<file path="src/rtl/alu_cmd_responder_if.sv">
// Request/response channel bundle for alu_cmd_responder.
// The slave side is the responder; the master side is the initiator.
interface alu_cmd_responder_if #(
    parameter int N = 8
);
    logic           cmd_valid;
    logic           cmd_ready;
    logic [4:0]     cmd_op;
    logic [N-1:0]   cmd_num1;
    logic [N-1:0]   cmd_num2;
    logic           rsp_valid;
    logic           rsp_ready;
    logic [N-1:0]   rsp_results;
    logic [2*N-1:0] rsp_xresults;
    logic           rsp_carry;
    logic           rsp_overflow;
    logic           rsp_err;

    modport slave (
        input  cmd_valid, cmd_op, cmd_num1, cmd_num2, rsp_ready,
        output cmd_ready, rsp_valid, rsp_results, rsp_xresults,
               rsp_carry, rsp_overflow, rsp_err
    );

    modport master (
        output cmd_valid, cmd_op, cmd_num1, cmd_num2, rsp_ready,
        input  cmd_ready, rsp_valid, rsp_results, rsp_xresults,
               rsp_carry, rsp_overflow, rsp_err
    );
endinterface

</file>
<file path="src/rtl/alu_cmd_responder.sv">
// Sequential ALU command responder: single-cycle ops resolve at accept,
// MUL runs an N-step shift-add engine; results return over valid/ready.
module alu_cmd_responder #(
    parameter int N = 8
) (
    input  logic                clk,
    input  logic                reset_n,
    alu_cmd_responder_if.slave  bus
);

    localparam int CW = $clog2(N + 1);

    typedef enum logic [1:0] {
        ST_IDLE,
        ST_EXEC,
        ST_RESP
    } state_e;

    typedef enum logic [4:0] {
        OP_ADD  = 5'b00000, OP_SUB  = 5'b00001, OP_INC  = 5'b00010,
        OP_DEC  = 5'b00011, OP_MUL  = 5'b00100, OP_OR   = 5'b00101,
        OP_AND  = 5'b00110, OP_XOR  = 5'b00111, OP_NOR  = 5'b01000,
        OP_NAND = 5'b01001, OP_XNOR = 5'b01010, OP_NOT  = 5'b01011,
        OP_LSL  = 5'b01100, OP_LSR  = 5'b01101, OP_ASR  = 5'b01110,
        OP_ROL  = 5'b01111, OP_ROR  = 5'b10000, OP_EQ   = 5'b10001,
        OP_GT   = 5'b10010, OP_LT   = 5'b10011, OP_GE   = 5'b10100,
        OP_LE   = 5'b10101
    } op_e;

    state_e         state_q, state_d;
    logic           cmd_ready_q, cmd_ready_d;
    logic           rsp_valid_q, rsp_valid_d;
    logic [N-1:0]   rsp_results_q, rsp_results_d;
    logic [2*N-1:0] rsp_xresults_q, rsp_xresults_d;
    logic           rsp_carry_q, rsp_carry_d;
    logic           rsp_overflow_q, rsp_overflow_d;
    logic           rsp_err_q, rsp_err_d;
    logic [2*N-1:0] mcand_q, mcand_d;
    logic [N-1:0]   mplier_q, mplier_d;
    logic [2*N-1:0] acc_q, acc_d;
    logic [CW-1:0]  cnt_q, cnt_d;

    // Single-cycle ALU, evaluated straight from the command inputs
    logic [N-1:0]   a_w, b_w;
    logic [N:0]     sum_w, diff_w;
    logic [N-1:0]   alu_res;
    logic           alu_carry, alu_ovf, alu_err;
    logic [2*N-1:0] acc_next;

    assign a_w    = bus.cmd_num1;
    assign b_w    = bus.cmd_num2;
    assign sum_w  = {1'b0, a_w} + {1'b0, b_w};
    assign diff_w = {1'b0, a_w} - {1'b0, b_w};

    // NOTE: every output of an always_comb gets a default first, so no path leaves it unassigned and no latch is inferred.
    always_comb begin
        alu_res   = '0;
        alu_carry = 1'b0;
        alu_ovf   = 1'b0;
        alu_err   = 1'b0;
        case (bus.cmd_op)
            OP_ADD: begin
                alu_res   = sum_w[N-1:0];
                alu_carry = sum_w[N];
                alu_ovf   = (a_w[N-1] == b_w[N-1]) && (sum_w[N-1] != a_w[N-1]);
            end
            OP_SUB: begin
                alu_res   = diff_w[N-1:0];
                alu_carry = (a_w < b_w);
                alu_ovf   = (a_w[N-1] != b_w[N-1]) && (diff_w[N-1] != a_w[N-1]);
            end
            OP_INC: begin
                alu_res   = a_w + N'(1);
                alu_carry = &a_w;
                alu_ovf   = (a_w == {1'b0, {(N-1){1'b1}}});
            end
            OP_DEC: begin
                alu_res   = a_w - N'(1);
                alu_carry = (a_w == '0);
                alu_ovf   = (a_w == {1'b1, {(N-1){1'b0}}});
            end
            OP_MUL:  alu_res = '0;
            OP_OR:   alu_res = a_w | b_w;
            OP_AND:  alu_res = a_w & b_w;
            OP_XOR:  alu_res = a_w ^ b_w;
            OP_NOR:  alu_res = ~(a_w | b_w);
            OP_NAND: alu_res = ~(a_w & b_w);
            OP_XNOR: alu_res = ~(a_w ^ b_w);
            OP_NOT:  alu_res = ~a_w;
            OP_LSL: begin
                alu_res   = {a_w[N-2:0], 1'b0};
                alu_carry = a_w[N-1];
            end
            OP_LSR: begin
                alu_res   = {1'b0, a_w[N-1:1]};
                alu_carry = a_w[0];
            end
            OP_ASR: begin
                alu_res   = {a_w[N-1], a_w[N-1:1]};
                alu_carry = a_w[0];
            end
            OP_ROL: begin
                alu_res   = {a_w[N-2:0], a_w[N-1]};
                alu_carry = a_w[N-1];
            end
            OP_ROR: begin
                alu_res   = {a_w[0], a_w[N-1:1]};
                alu_carry = a_w[0];
            end
            OP_EQ: alu_res = {{(N-1){1'b0}}, (a_w == b_w)};
            OP_GT: alu_res = {{(N-1){1'b0}}, (a_w >  b_w)};
            OP_LT: alu_res = {{(N-1){1'b0}}, (a_w <  b_w)};
            OP_GE: alu_res = {{(N-1){1'b0}}, (a_w >= b_w)};
            OP_LE: alu_res = {{(N-1){1'b0}}, (a_w <= b_w)};
            default: alu_err = 1'b1;
        endcase
    end

    // One multiplier bit per EXEC cycle; mcand_q already carries the bit-index shift
    assign acc_next = acc_q + (mplier_q[0] ? mcand_q : '0);

    always_comb begin
        state_d        = state_q;
        cmd_ready_d    = cmd_ready_q;
        rsp_valid_d    = rsp_valid_q;
        rsp_results_d  = rsp_results_q;
        rsp_xresults_d = rsp_xresults_q;
        rsp_carry_d    = rsp_carry_q;
        rsp_overflow_d = rsp_overflow_q;
        rsp_err_d      = rsp_err_q;
        mcand_d        = mcand_q;
        mplier_d       = mplier_q;
        acc_d          = acc_q;
        cnt_d          = cnt_q;
        case (state_q)
            ST_IDLE: begin
                if (bus.cmd_valid) begin
                    cmd_ready_d = 1'b0;
                    mcand_d     = {{N{1'b0}}, a_w};
                    mplier_d    = b_w;
                    if (bus.cmd_op == OP_MUL) begin
                        state_d = ST_EXEC;
                        acc_d   = '0;
                        cnt_d   = CW'(N);
                    end else begin
                        state_d        = ST_RESP;
                        rsp_valid_d    = 1'b1;
                        rsp_results_d  = alu_res;
                        rsp_xresults_d = {{N{1'b0}}, alu_res};
                        rsp_carry_d    = alu_carry;
                        rsp_overflow_d = alu_ovf;
                        rsp_err_d      = alu_err;
                    end
                end
            end
            ST_EXEC: begin
                acc_d    = acc_next;
                mcand_d  = mcand_q << 1;
                mplier_d = mplier_q >> 1;
                cnt_d    = cnt_q - CW'(1);
                if (cnt_q == CW'(1)) begin
                    state_d        = ST_RESP;
                    rsp_valid_d    = 1'b1;
                    rsp_results_d  = acc_next[N-1:0];
                    rsp_xresults_d = acc_next;
                    rsp_carry_d    = |acc_next[2*N-1:N];
                    rsp_overflow_d = 1'b0;
                    rsp_err_d      = 1'b0;
                end
            end
            ST_RESP: begin
                if (bus.rsp_ready) begin
                    state_d     = ST_IDLE;
                    rsp_valid_d = 1'b0;
                    cmd_ready_d = 1'b1;
                end
            end
            default: begin
                state_d     = ST_IDLE;
                cmd_ready_d = 1'b1;
                rsp_valid_d = 1'b0;
            end
        endcase
    end

    // NOTE: state registers use non-blocking assignment so every flop samples pre-edge values regardless of statement order.
    always_ff @(posedge clk or negedge reset_n) begin
        if (!reset_n) begin
            state_q        <= ST_IDLE;
            cmd_ready_q    <= 1'b1;
            rsp_valid_q    <= 1'b0;
            rsp_results_q  <= '0;
            rsp_xresults_q <= '0;
            rsp_carry_q    <= 1'b0;
            rsp_overflow_q <= 1'b0;
            rsp_err_q      <= 1'b0;
            mcand_q        <= '0;
            mplier_q       <= '0;
            acc_q          <= '0;
            cnt_q          <= '0;
        end else begin
            state_q        <= state_d;
            cmd_ready_q    <= cmd_ready_d;
            rsp_valid_q    <= rsp_valid_d;
            rsp_results_q  <= rsp_results_d;
            rsp_xresults_q <= rsp_xresults_d;
            rsp_carry_q    <= rsp_carry_d;
            rsp_overflow_q <= rsp_overflow_d;
            rsp_err_q      <= rsp_err_d;
            mcand_q        <= mcand_d;
            mplier_q       <= mplier_d;
            acc_q          <= acc_d;
            cnt_q          <= cnt_d;
        end
    end

    assign bus.cmd_ready    = cmd_ready_q;
    assign bus.rsp_valid    = rsp_valid_q;
    assign bus.rsp_results  = rsp_results_q;
    assign bus.rsp_xresults = rsp_xresults_q;
    assign bus.rsp_carry    = rsp_carry_q;
    assign bus.rsp_overflow = rsp_overflow_q;
    assign bus.rsp_err      = rsp_err_q;

endmodule

</file>
<file path="src/flat_wrapper.sv">
// flat-port wrapper written by rule: the top's interface ports become plain ports
module alu_cmd_responder_flat 
#(
    parameter int N = 8
)
  (clk, reset_n, bus_cmd_valid, bus_cmd_op, bus_cmd_num1, bus_cmd_num2, bus_rsp_ready, bus_cmd_ready, bus_rsp_valid, bus_rsp_results, bus_rsp_xresults, bus_rsp_carry, bus_rsp_overflow, bus_rsp_err);
  alu_cmd_responder_if #(.N(N)) bus_i ();
  input  logic clk;
  input  logic reset_n;
  input wire logic [$bits(bus_i.cmd_valid)-1:0] bus_cmd_valid;
  input wire logic [$bits(bus_i.cmd_op)-1:0] bus_cmd_op;
  input wire logic [$bits(bus_i.cmd_num1)-1:0] bus_cmd_num1;
  input wire logic [$bits(bus_i.cmd_num2)-1:0] bus_cmd_num2;
  input wire logic [$bits(bus_i.rsp_ready)-1:0] bus_rsp_ready;
  output wire logic [$bits(bus_i.cmd_ready)-1:0] bus_cmd_ready;
  output wire logic [$bits(bus_i.rsp_valid)-1:0] bus_rsp_valid;
  output wire logic [$bits(bus_i.rsp_results)-1:0] bus_rsp_results;
  output wire logic [$bits(bus_i.rsp_xresults)-1:0] bus_rsp_xresults;
  output wire logic [$bits(bus_i.rsp_carry)-1:0] bus_rsp_carry;
  output wire logic [$bits(bus_i.rsp_overflow)-1:0] bus_rsp_overflow;
  output wire logic [$bits(bus_i.rsp_err)-1:0] bus_rsp_err;
  assign bus_i.cmd_valid = bus_cmd_valid;
  assign bus_i.cmd_op = bus_cmd_op;
  assign bus_i.cmd_num1 = bus_cmd_num1;
  assign bus_i.cmd_num2 = bus_cmd_num2;
  assign bus_i.rsp_ready = bus_rsp_ready;
  assign bus_cmd_ready = bus_i.cmd_ready;
  assign bus_rsp_valid = bus_i.rsp_valid;
  assign bus_rsp_results = bus_i.rsp_results;
  assign bus_rsp_xresults = bus_i.rsp_xresults;
  assign bus_rsp_carry = bus_i.rsp_carry;
  assign bus_rsp_overflow = bus_i.rsp_overflow;
  assign bus_rsp_err = bus_i.rsp_err;
  alu_cmd_responder #(.N(N)) u_core (.clk(clk), .reset_n(reset_n), .bus(bus_i));
endmodule
</file>
<file path="config.mk">
export PLATFORM = sky130hd
export DESIGN_NAME = alu_cmd_responder_flat
export DESIGN_NICKNAME = d
export VERILOG_FILES = /design/src/rtl/alu_cmd_responder_if.sv /design/src/rtl/alu_cmd_responder.sv /design/src/flat_wrapper.sv
export SDC_FILE = /design/constraint.sdc
export NUM_CORES = 1
export LEC_CHECK = 0
export CAP_MARGIN = 20
export CORE_MARGIN = 3
export CORE_UTILIZATION = 30
export CTS_CLUSTER_SIZE = 24
export DETAILED_ROUTE_END_ITERATION = 10
export HOLD_SLACK_MARGIN = 0.15
export PLACE_DENSITY = 0.52
export RECOVER_POWER = 25
export SETUP_SLACK_MARGIN = 0.02
export SKIP_CTS_REPAIR_TIMING = 1
export SLEW_MARGIN = 20
export SYNTH_ARGS = -nofsm -noshare
export SYNTH_HDL_FRONTEND = slang
export SYNTH_SLANG_ARGS = --single-unit
export TNS_END_PERCENT = 50
</file>
<file path="constraint.sdc">
create_clock -name clk -period 7.95 [get_ports clk]
set_clock_uncertainty 0.1 [all_clocks]
set_input_delay 2.385 -clock clk [delete_from_list [all_inputs] [get_ports clk]]
set_output_delay 2.385 -clock clk [all_outputs]
set_load 0.05 [all_outputs]
</file>
==> results.tsv <==
metric	value	unit
critPathMaxFanout	16	
hold_violations	0	
preCtsSetupSlack	1950	ps
cap_violations	1	
wl_met1	8.51	mm
cpMaxStageDelayCell	clkdlybuf4s50_1	
rows	49	
highest-signal-layer	met4	
place_hpwl	13.7	mm
slowest_delay	870	ps
failed_checks	capacitance limit, slew limit	
dieArea	20700	um2
synth_common_cells	86 x nand2_1, 66 x dfrtp_1, 54 x nor2_1, 54 x o21ai_0, 45 x a21oi_1	
synthesis.area	5710	um2
clock_sinks	67	
htreeDepth	3	
crit_chain	clkdlybuf4s50_1, buf_4, nor3b_4, nand2_2, xnor2_1, ha_1, a31oi_1, nand2_1, o211a_1, o21a_1, a211o_1, a21oi_1, o21ai_0	
fin_ws	2240	ps
nets	799	
p_per_area	226	nW/um2
area_growth	16.2	%
wl_met2	8.11	mm
antenna_cells	0	
cp-end-kind	flop	
relSlewSlack	-144	%
antenna_found_initial	0	
status	finished with violations	
synth.avg_cell_area	8.04	um2
start_util	31.1	%
synth_top_cell_area_share	28.9	%
grt_util_all_layers	17.9	%
holdCritPathClass	flop to flop	
portBuffers	53	
overflow	0	
gp_congestion	0.945	
grt_pass1_wl	28.9	mm
arrival	5780	ps
clock_latency	340	ps
synth_ff_type	dfrtp_1	
synth-edff-count	0	
clk_pin_slew	60	ps
root_buffer	clkbuf_16	
tightest_slew	3660	ps
die_x	144	um
drive_gt1_share	4.79	%
final.setup.tns	0	ps
grt_max_degree	68	
vdd_ir_drop_max	0.0829	mV
required	8030	ps
antenna_left	0	
slew_violations	68	
yosysTopAreaCell	dfrtp_1	
synth_cell_types	73	
io_pins	54	
drc	0	
ys_seq_area_share	29.4	%
totalWireLength	18.3	mm
leakagePower	2.90	nW
routed-wl-met3	1.34	mm
async_flop_share	100	%
ys_seq_elements	67	
fmax	175	MHz
synth_nets	782	
cts_buffer_depth	2	
numCtsBuffers	9	
grt_pass1_vias	5164	
post_drt_wl_per_cell	19.1	um
drt-initial-drc-count	439	
synth_cells	710	
yosysMostFrequentCell	nand2_1	
start_kind	input pin	
fin_crit	5710	ps
synthTopCellsByArea	dfrtp_1 29%, ha_1 9.6%, nand2_1 5.7%	
cts_tree	done	
ys_warn_count	0	
fp.dieH	144	um
period_share	71.8	%
rsz0062_at_grt	false	
dr.pass1.iters	5	
avgViaCountPerCell	5.73	
setup.worst_path.class	input pin to flop	
core-area	18300	um2
vias	5498	
setup_violations	0	
report_power, final:
group	internal, mW	switching [mW]	leakage [nW]
Sequential	0.414	0.0666	0.859
Combinational	0.221	0.370	1.89
Clock	0.274	0.155	0.152
Total	0.909	0.591	2.90
sequential cells by signal, summed over array words and instances (netlist names), 2 cells and up:
name / flops
u_core.acc_q: 16
u_core.bus.rsp_xresults: 16
u_core.mplier_q: 8
u_core.state_q: 2
u_core.cnt_q: 4
u_core.mcand_q: 16
critical path, delay by kind of cell:
family                     cells  cell delay, ps
buffers and inverters          2            1190
and+or+nand+nor                3             580
xor gates and xnor gates       1             140
AOI/OAI and AO/OA              6            1240
adders and majority gates      1             220
cells by family after synthesis:
| logic type | count (synthesis) | share of synthesized area, % |
|---|---|---|
| buf+inv | 83 | 6.42 |
| compound gates | 226 | 26.8 |
| mux | 5 | 0.877 |
| xor+xnor | 28 | 4.30 |
| fa+ha+maj | 47 | 10.7 |
| simple gates | 254 | 21.5 |
| flops | 67 | 29.4 |
placed cells by master, fill, tap and decap left out, types with 12 or more instances in the layout:
master,instances
a21o_1,15
a21oi_1,45
inv_1,29
o21ai_0,54
dfrtp_1,66
and2_1,16
clkdlybuf4s50_1,52
a22o_1,18
o211ai_1,12
ha_1,44
xnor2_1,21
nand3_1,18
nor3_1,24
nand2_1,86
nor2_1,54
routing by layer:
metal  global-route usage [%]  vias up
met3                     3.36       36
li1                         -     2590
met1                     25.3     2642
met5                        0        -
met4                     5.25        0
met2                     27.6      230
worst paths after layout:
check                                                  from                     endpoint  slack, ps  depth (start not counted)
worst max-delay path                          bus_cmd_op[0]   u_core.bus.rsp_xresults[4]       2240                         13
worst min-delay path            u_core.bus.rsp_xresults[11]  u_core.bus.rsp_xresults[11]        380                          2
worst max register to register           u_core.mplier_q[0]         u_core.bus.rsp_carry       4040                         11
worst min register to register  u_core.bus.rsp_xresults[11]  u_core.bus.rsp_xresults[11]        380                          2
max in group asynchronous                           reset_n   u_core.bus.rsp_xresults[7]       2390                          2
min in group asynchronous                           reset_n             u_core.acc_q[12]       3310                          2
stage by stage:
stage	utilization [%]	instance area, um2	std cells	power, mW	hold slack, ps
after floorplan	-	5710	710	0.905	350
after global placement	34.5	6320	945	1.07	362
after detailed placement	34.5	6320	945	1.07	366
after CTS	36.2	6640	960	1.51	379
after global routing	36.2	6630	960	1.60	406
final	36.2	6630	960	1.50	376
area by class of cell:
class,instances,area [um2]
Fill cell,1909,11700
Timing Repair Buffer,59,567
Clock buffer,9,225
Clock inverter,6,90.1
Sequential cell,67,1680
Inverter,30,113
Multi-Input combinational cell,560,3670
Tap cell,229,287
Note: power is estimated with default switching activity, not from simulation.
==> patch 1 (same flow settings) <==
`rsp_results_q` and `rsp_xresults_q` no longer have a reset.
--- a/src/rtl/alu_cmd_responder.sv
+++ b/src/rtl/alu_cmd_responder.sv
@@ -191,4 +191,2 @@
             rsp_valid_q    <= 1'b0;
-            rsp_results_q  <= '0;
-            rsp_xresults_q <= '0;
             rsp_carry_q    <= 1'b0;
@@ -204,4 +202,2 @@
             rsp_valid_q    <= rsp_valid_d;
-            rsp_results_q  <= rsp_results_d;
-            rsp_xresults_q <= rsp_xresults_d;
             rsp_carry_q    <= rsp_carry_d;
@@ -216,2 +212,7 @@
 
+    always_ff @(posedge clk) begin
+        rsp_results_q  <= rsp_results_d;
+        rsp_xresults_q <= rsp_xresults_d;
+    end
+
     assign bus.cmd_ready    = cmd_ready_q;
Formal check against the unedited RTL: not equivalent (Yosys sat finds a counterexample within 4 cycles, from zero or initial values and one cycle with reset_n low).
==> patch 1 against the original RTL <==
The run still ends with capacitance limit, slew limit left. Area after synthesis decreased by 0.33%. Setup slack got worse by 0.32 ns. Sequential cell count unchanged. Sequential power decreased by 2%. Wire length decreased by 2.6%. Design area decreased by 0.17%. Total power decreased by 6.8%. Sequential share of layout area increased by 1.3 points. Largest power group unchanged.
==> patch 1: results (changes against the original RTL) <==
stage,metric,value,unit,change
min_path,min_to,u_core.bus.rsp_valid,,was u_core.bus.rsp_xresults[11]
logic_synthesis,synth_compound_area_share,24.2,%,was 26.8%
final_layout,final_nets,787,,was 799
placed_design,gp_congestion,0.905,,was 0.945
placed_design,placed_cells,933,,was 945
logic_synthesis,synthArstFlopShare,76.1,%,was 100%
min_path,hp-start,u_core.bus.rsp_valid,,was u_core.bus.rsp_xresults[11]
logic_synthesis,synthCells,696,,was 710
worst_setup_path,worstPathArrival,5.99,ns,was 5.78 ns
placed_design,place_ws,1.60,ns,was 1.95 ns
logic_synthesis,ys_top_cells_by_area,"dfrtp_1, ha_1, edfxtp_1",,"was dfrtp_1, ha_1, nand2_1"
grt,gr-usage-all-layers,17.8,%,was 17.9%
logic_synthesis,ys_seq_area_share,30.9,%,was 29.4%
logic_synthesis,synth_xor_area_share,3.08,%,was 4.30%
sta,drv_slew,52,,was 68
run_status,status,"finished, violations left",,unchanged
detailed_routing,num_vias,5333,,was 5498
logic_synthesis,synth_edf_count,16,,was 0
sta,tightest_slew,2.93,ns,was 3.66 ns
detailed_routing,initialDrtViolationCount,548,,was 439
detailed_routing,wl_per_cell,18.8,um,was 19.1 um
grt,grt_max_degree,52,,was 68
logic_synthesis,synthMuxAreaShare,1.08,%,was 0.877%
placed_design,place_area,0.00633,mm2,was 0.00632 mm2
run_status,violations,"capacitance limit, slew limit",,unchanged
grt,grt_pass1_wl,28700,um,was 28900 um
worst_setup_path,r2r_slack,4.55,ns,was 4.04 ns
worst_setup_path,r2r_cells,10,,was 11
flow_run,cap_violations,1,,unchanged
logic_synthesis,synth_common_cells,"nand2_1, nor2_1, a21oi_1, dfrtp_1, ha_1",,"was nand2_1, dfrtp_1, nor2_1, o21ai_0, a21oi_1"
placed_design,dp_hpwl,13100,um,was 13700 um
logic_synthesis,synthAdderAreaFrac,10.7,%,about the same
pwr,ir_worst_vdd,0.0000786,V,was 0.0000829 V
pwr,p_leak,2.80,nW,was 2.90 nW
sta,fin_crit_sh,75.9,%,was 71.8%
==> patch 1: changes by cell type after synthesis, sizes merged, moves of 7 or more <==
cell,unedited run,this run
a211oi,9,17
nor2,54,64
nand2,87,76
o21ai,56,43
edfxtp,0,16
a22o,18,11
nor2b,5,12
dfrtp,66,50
==> patch 1: how the worst max path moves through the flow <==
stage	startpoint	end	depth (start not counted)
floorplan	bus_cmd_num1[7]	u_core.bus.rsp_results[0]	10
global placement	bus_cmd_op[1]	u_core.bus.rsp_results[4]	11
detailed placement	bus_cmd_op[1]	u_core.bus.rsp_results[4]	11
CTS	bus_cmd_op[3]	u_core.bus.rsp_results[4]	11
global route	bus_cmd_op[3]	u_core.bus.rsp_results[4]	11
finish	bus_cmd_op[3]	u_core.bus.rsp_results[4]	11
==> patch 1: critical path: cells and delay by family <==
family,cells,cell delay [ns]
xor gates and xnor gates,2,0.33
AOI/OAI and AO/OA,3,0.99
and+or+nand+nor,4,1.24
adders and majority gates,1,0.25
buffers and inverters,1,0.78
==> patch 1: layer usage <==
layer	global-route usage, %	share of wire, %	vias up
met2	27.3	45	183
met3	3.36	5.9	23
met4	5.20	2.0	0
li1	-	-	2564
met1	25.5	47	2563
met5	0	0	-
==> patch 1: power breakdown <==
part | total [W] | internal, W | leakage [nW] | switching [W]
clock | 0.000407 | 0.000244 | 0.146 | 0.000163
combinational | 0.000518 | 0.000190 | 1.85 | 0.000328
sequential | 0.000473 | 0.000421 | 0.801 | 0.0000519
==> patch 1: final cells by class <==
| cell class | instances | area [um2] |
|---|---|---|
| repair buffers | 58 | 559 |
| fillers | 1917 | 11600 |
| well taps | 229 | 287 |
| clock buffers | 9 | 225 |
| flip-flops and latches | 67 | 1760 |
| inverters | 30 | 113 |
| clock inverters | 7 | 73.8 |
| multi-input cells | 549 | 3610 |
==> patch 2 (config.mk and constraints unchanged) <==
Made on the original files. `N` is set to 8 in 3 places; all go to 16.
--- a/src/rtl/alu_cmd_responder_if.sv
+++ b/src/rtl/alu_cmd_responder_if.sv
@@ -3,3 +3,3 @@
 interface alu_cmd_responder_if #(
-    parameter int N = 8
+    parameter int N = 16
 );
--- a/src/rtl/alu_cmd_responder.sv
+++ b/src/rtl/alu_cmd_responder.sv
@@ -3,3 +3,3 @@
 module alu_cmd_responder #(
-    parameter int N = 8
+    parameter int N = 16
 ) (
--- a/src/flat_wrapper.sv
+++ b/src/flat_wrapper.sv
@@ -3,3 +3,3 @@
 #(
-    parameter int N = 8
+    parameter int N = 16
 )
Ports: changed (resized bus_cmd_num1, bus_cmd_num2, bus_rsp_results and bus_rsp_xresults); port bits go from 54 to 94. The function was not compared with the original's and may differ.
==> patch 2 against the original RTL <==
The flow still finishes with violations (capacitance limit, slew limit). Combinational power up 150%. Total power rose by 110%. Via count increased by 100%. Sequential power rose by 92%. Area after synthesis grew 99%. Wire length rose by 120%. Design area grew 98%. Sequential cell count rose by 57. Final cell count rose by 110%. Maximum frequency down 2.2%. Count of clock-buffer cells in the layout grew 13. Setup slack lost 0.13 ns. Largest cell class unchanged.
==> patch 2: results (changes against the original RTL) <==
stage,metric,value,unit,change
detailed_routing,routed_wl,41200,um,was 18300 um
detailed_routing,initialDrtViolationCount,1109,,was 439
sta,drv_slew,70,,was 68
detailed_routing,num_vias,11100,,was 5498
final_layout,n_fill_cell,3909,,was 1909
flow_run,cap_violations,1,,unchanged
placed_design,placed_cells,1973,,was 945
clock_network,ctsRootBufferMaster,clkbuf_16,,unchanged
clock_network,h-tree-depth,4,,was 3
logic_synthesis,ys_seq_area_share,27.4,%,was 29.4%
placed_design,dp_hpwl,30700,um,was 13700 um
worst_setup_path,critPathSlowestCell,clkbuf_1,,was clkdlybuf4s50_1
placed_design,place_area,0.0125,mm2,was 0.00632 mm2
grt,grt_antenna_before_repair,1,,was 0
grt,grt_max_degree,80,,was 68
worst_setup_path,critPathMaxFanout,69,,was 16
sta,tightest_slew,4.00,ns,was 3.66 ns
final_layout,drive_gt1_share,6.00,%,was 4.79%
worst_setup_path,cp_top_family,buffers and inverters,,was compound AO/OA/AOI/OAI gates
clock_network,clk_latency,0.44,ns,was 0.34 ns
detailed_routing,wl_per_cell,20.5,um,was 19.1 um
placed_design,io_buffers,93,,was 53
worst_setup_path,worstPathArrival,6.17,ns,was 5.78 ns
logic_synthesis,synth_common_cells,"nand2_1, nor2_1, dfrtp_1, o21ai_0, a21oi_1",,"was nand2_1, dfrtp_1, nor2_1, o21ai_0, a21oi_1"
min_path,min_to,u_core.bus.rsp_valid,,was u_core.bus.rsp_xresults[11]
logic_synthesis,synth_cell_types,97,,was 73
placed_design,gp_congestion,0.960,,was 0.945
logic_synthesis,ys_top_cells_by_area,"dfrtp_1, ha_1, nand2_1",,unchanged
pwr,ir_worst_vdd,0.000177,V,was 0.0000829 V
worst_setup_path,r2r_slack,4.00,ns,was 4.04 ns
grt,gr-usage-all-layers,20.1,%,was 17.9%
pwr,p_leak,5.58,nW,was 2.90 nW
logic_synthesis,postSynthAreaPerCell,7.69,um2,was 8.04 um2
worst_setup_path,critPathMaxStageDelay,2.77,ns,was 0.87 ns
grt,grt_pass1_wl,63500,um,was 28900 um
min_path,hp-start,u_core.bus.rsp_valid,,was u_core.bus.rsp_xresults[11]
worst_setup_path,r2r_cells,12,,was 11
logic_synthesis,syn-num-nets,1602,,was 782
run_status,violations,"capacitance limit, slew limit",,unchanged
clock_network,cts_buffers,17,,was 9
run_status,status,"finished, violations left",,unchanged
==> patch 2: cell count changes in the layout (fill, tap and decap cells not counted), sizes merged, moves of 25 or more <==
cell,before,now
nand2,87,198
nor2,54,132
a21oi,46,117
o21ai,56,123
dfrtp,66,123
ha,44,85
clkdlybuf4s50,52,90
inv,30,63
and2,18,43
==> patch 2: cell type report <==
| type | count | area, um2 | share of cell area, % |
|---|---|---|---|
| Sequential cell | 124 | 3110 | 23.6 |
| Clock buffer | 22 | 474 | 3.61 |
| Antenna cell | 1 | 2.50 | 0.0191 |
| Multi-Input combinational cell | 1171 | 7490 | 57.0 |
| Timing Repair Buffer | 113 | 1070 | 8.15 |
| Clock inverter | 9 | 134 | 1.02 |
| Tap cell | 504 | 631 | 4.80 |
| Inverter | 61 | 229 | 1.74 |
==> patch 2: logic make-up after synthesis <==
logic type / Yosys count / synth area share, %
adders and majority gates: 88 / 9.92
xor gates and xnor gates: 54 / 4.17
AOI/OAI and AO/OA: 458 / 26.7
DFF: 124 / 27.4
muxes: 13 / 1.18
buffers and inverters: 178 / 6.98
and+or+nand+nor: 558 / 23.7
==> patch 2: how the worst max path moves through the flow <==
stage / depth (start not counted) / start / slack (ns) / to
final: 2 / reset_n / 2.12 / u_core.mplier_q[0]
after global routing: 2 / reset_n / 1.32 / u_core.mplier_q[0]
after CTS: 12 / bus_cmd_num1[10] / 2.14 / u_core.bus.rsp_carry
after detailed placement: 12 / bus_cmd_num1[10] / 1.68 / u_core.bus.rsp_carry
after global placement: 12 / bus_cmd_num1[5] / 1.76 / u_core.bus.rsp_xresults[13]
after floorplan: 14 / bus_cmd_op[4] / 2.77 / u_core.bus.rsp_xresults[12]
==> patch 2: report_power, final <==
part | switching (W) | leakage, nW | internal, W
Combinational | 0.000944 | 3.73 | 0.000520
Clock | 0.000316 | 0.297 | 0.000518
Sequential | 0.000136 | 1.55 | 0.000788
==> patch 2: per-layer routing <==
layer	track usage [%]	wire [um]
met5	0	0
met4	6.17	940
met2	29.9	17800
met1	28.5	19400
met3	5.05	3020
==> patch 2: stage by stage <==
stage | hold slack (ns) | setup WS [ns] | power (W)
global placement | 0.362 | 1.76 | 0.00238
CTS | 0.377 | 2.14 | 0.00324
finish | 0.371 | 2.12 | 0.00322
global route | 0.404 | 1.32 | 0.00343
detailed placement | 0.364 | 1.68 | 0.00239
floorplan | 0.350 | 2.77 | 0.00197
==> patch 2: worst reg2reg max path: cells and delay by family (launching register included) <==
family / cells / cell delay, ns
AOI/OAI and AO/OA: 7 / 1.68
xor gates and xnor gates: 1 / 0.19
adders and majority gates: 2 / 0.70
DFF: 1 / 0.62
and+or+nand+nor: 2 / 0.54
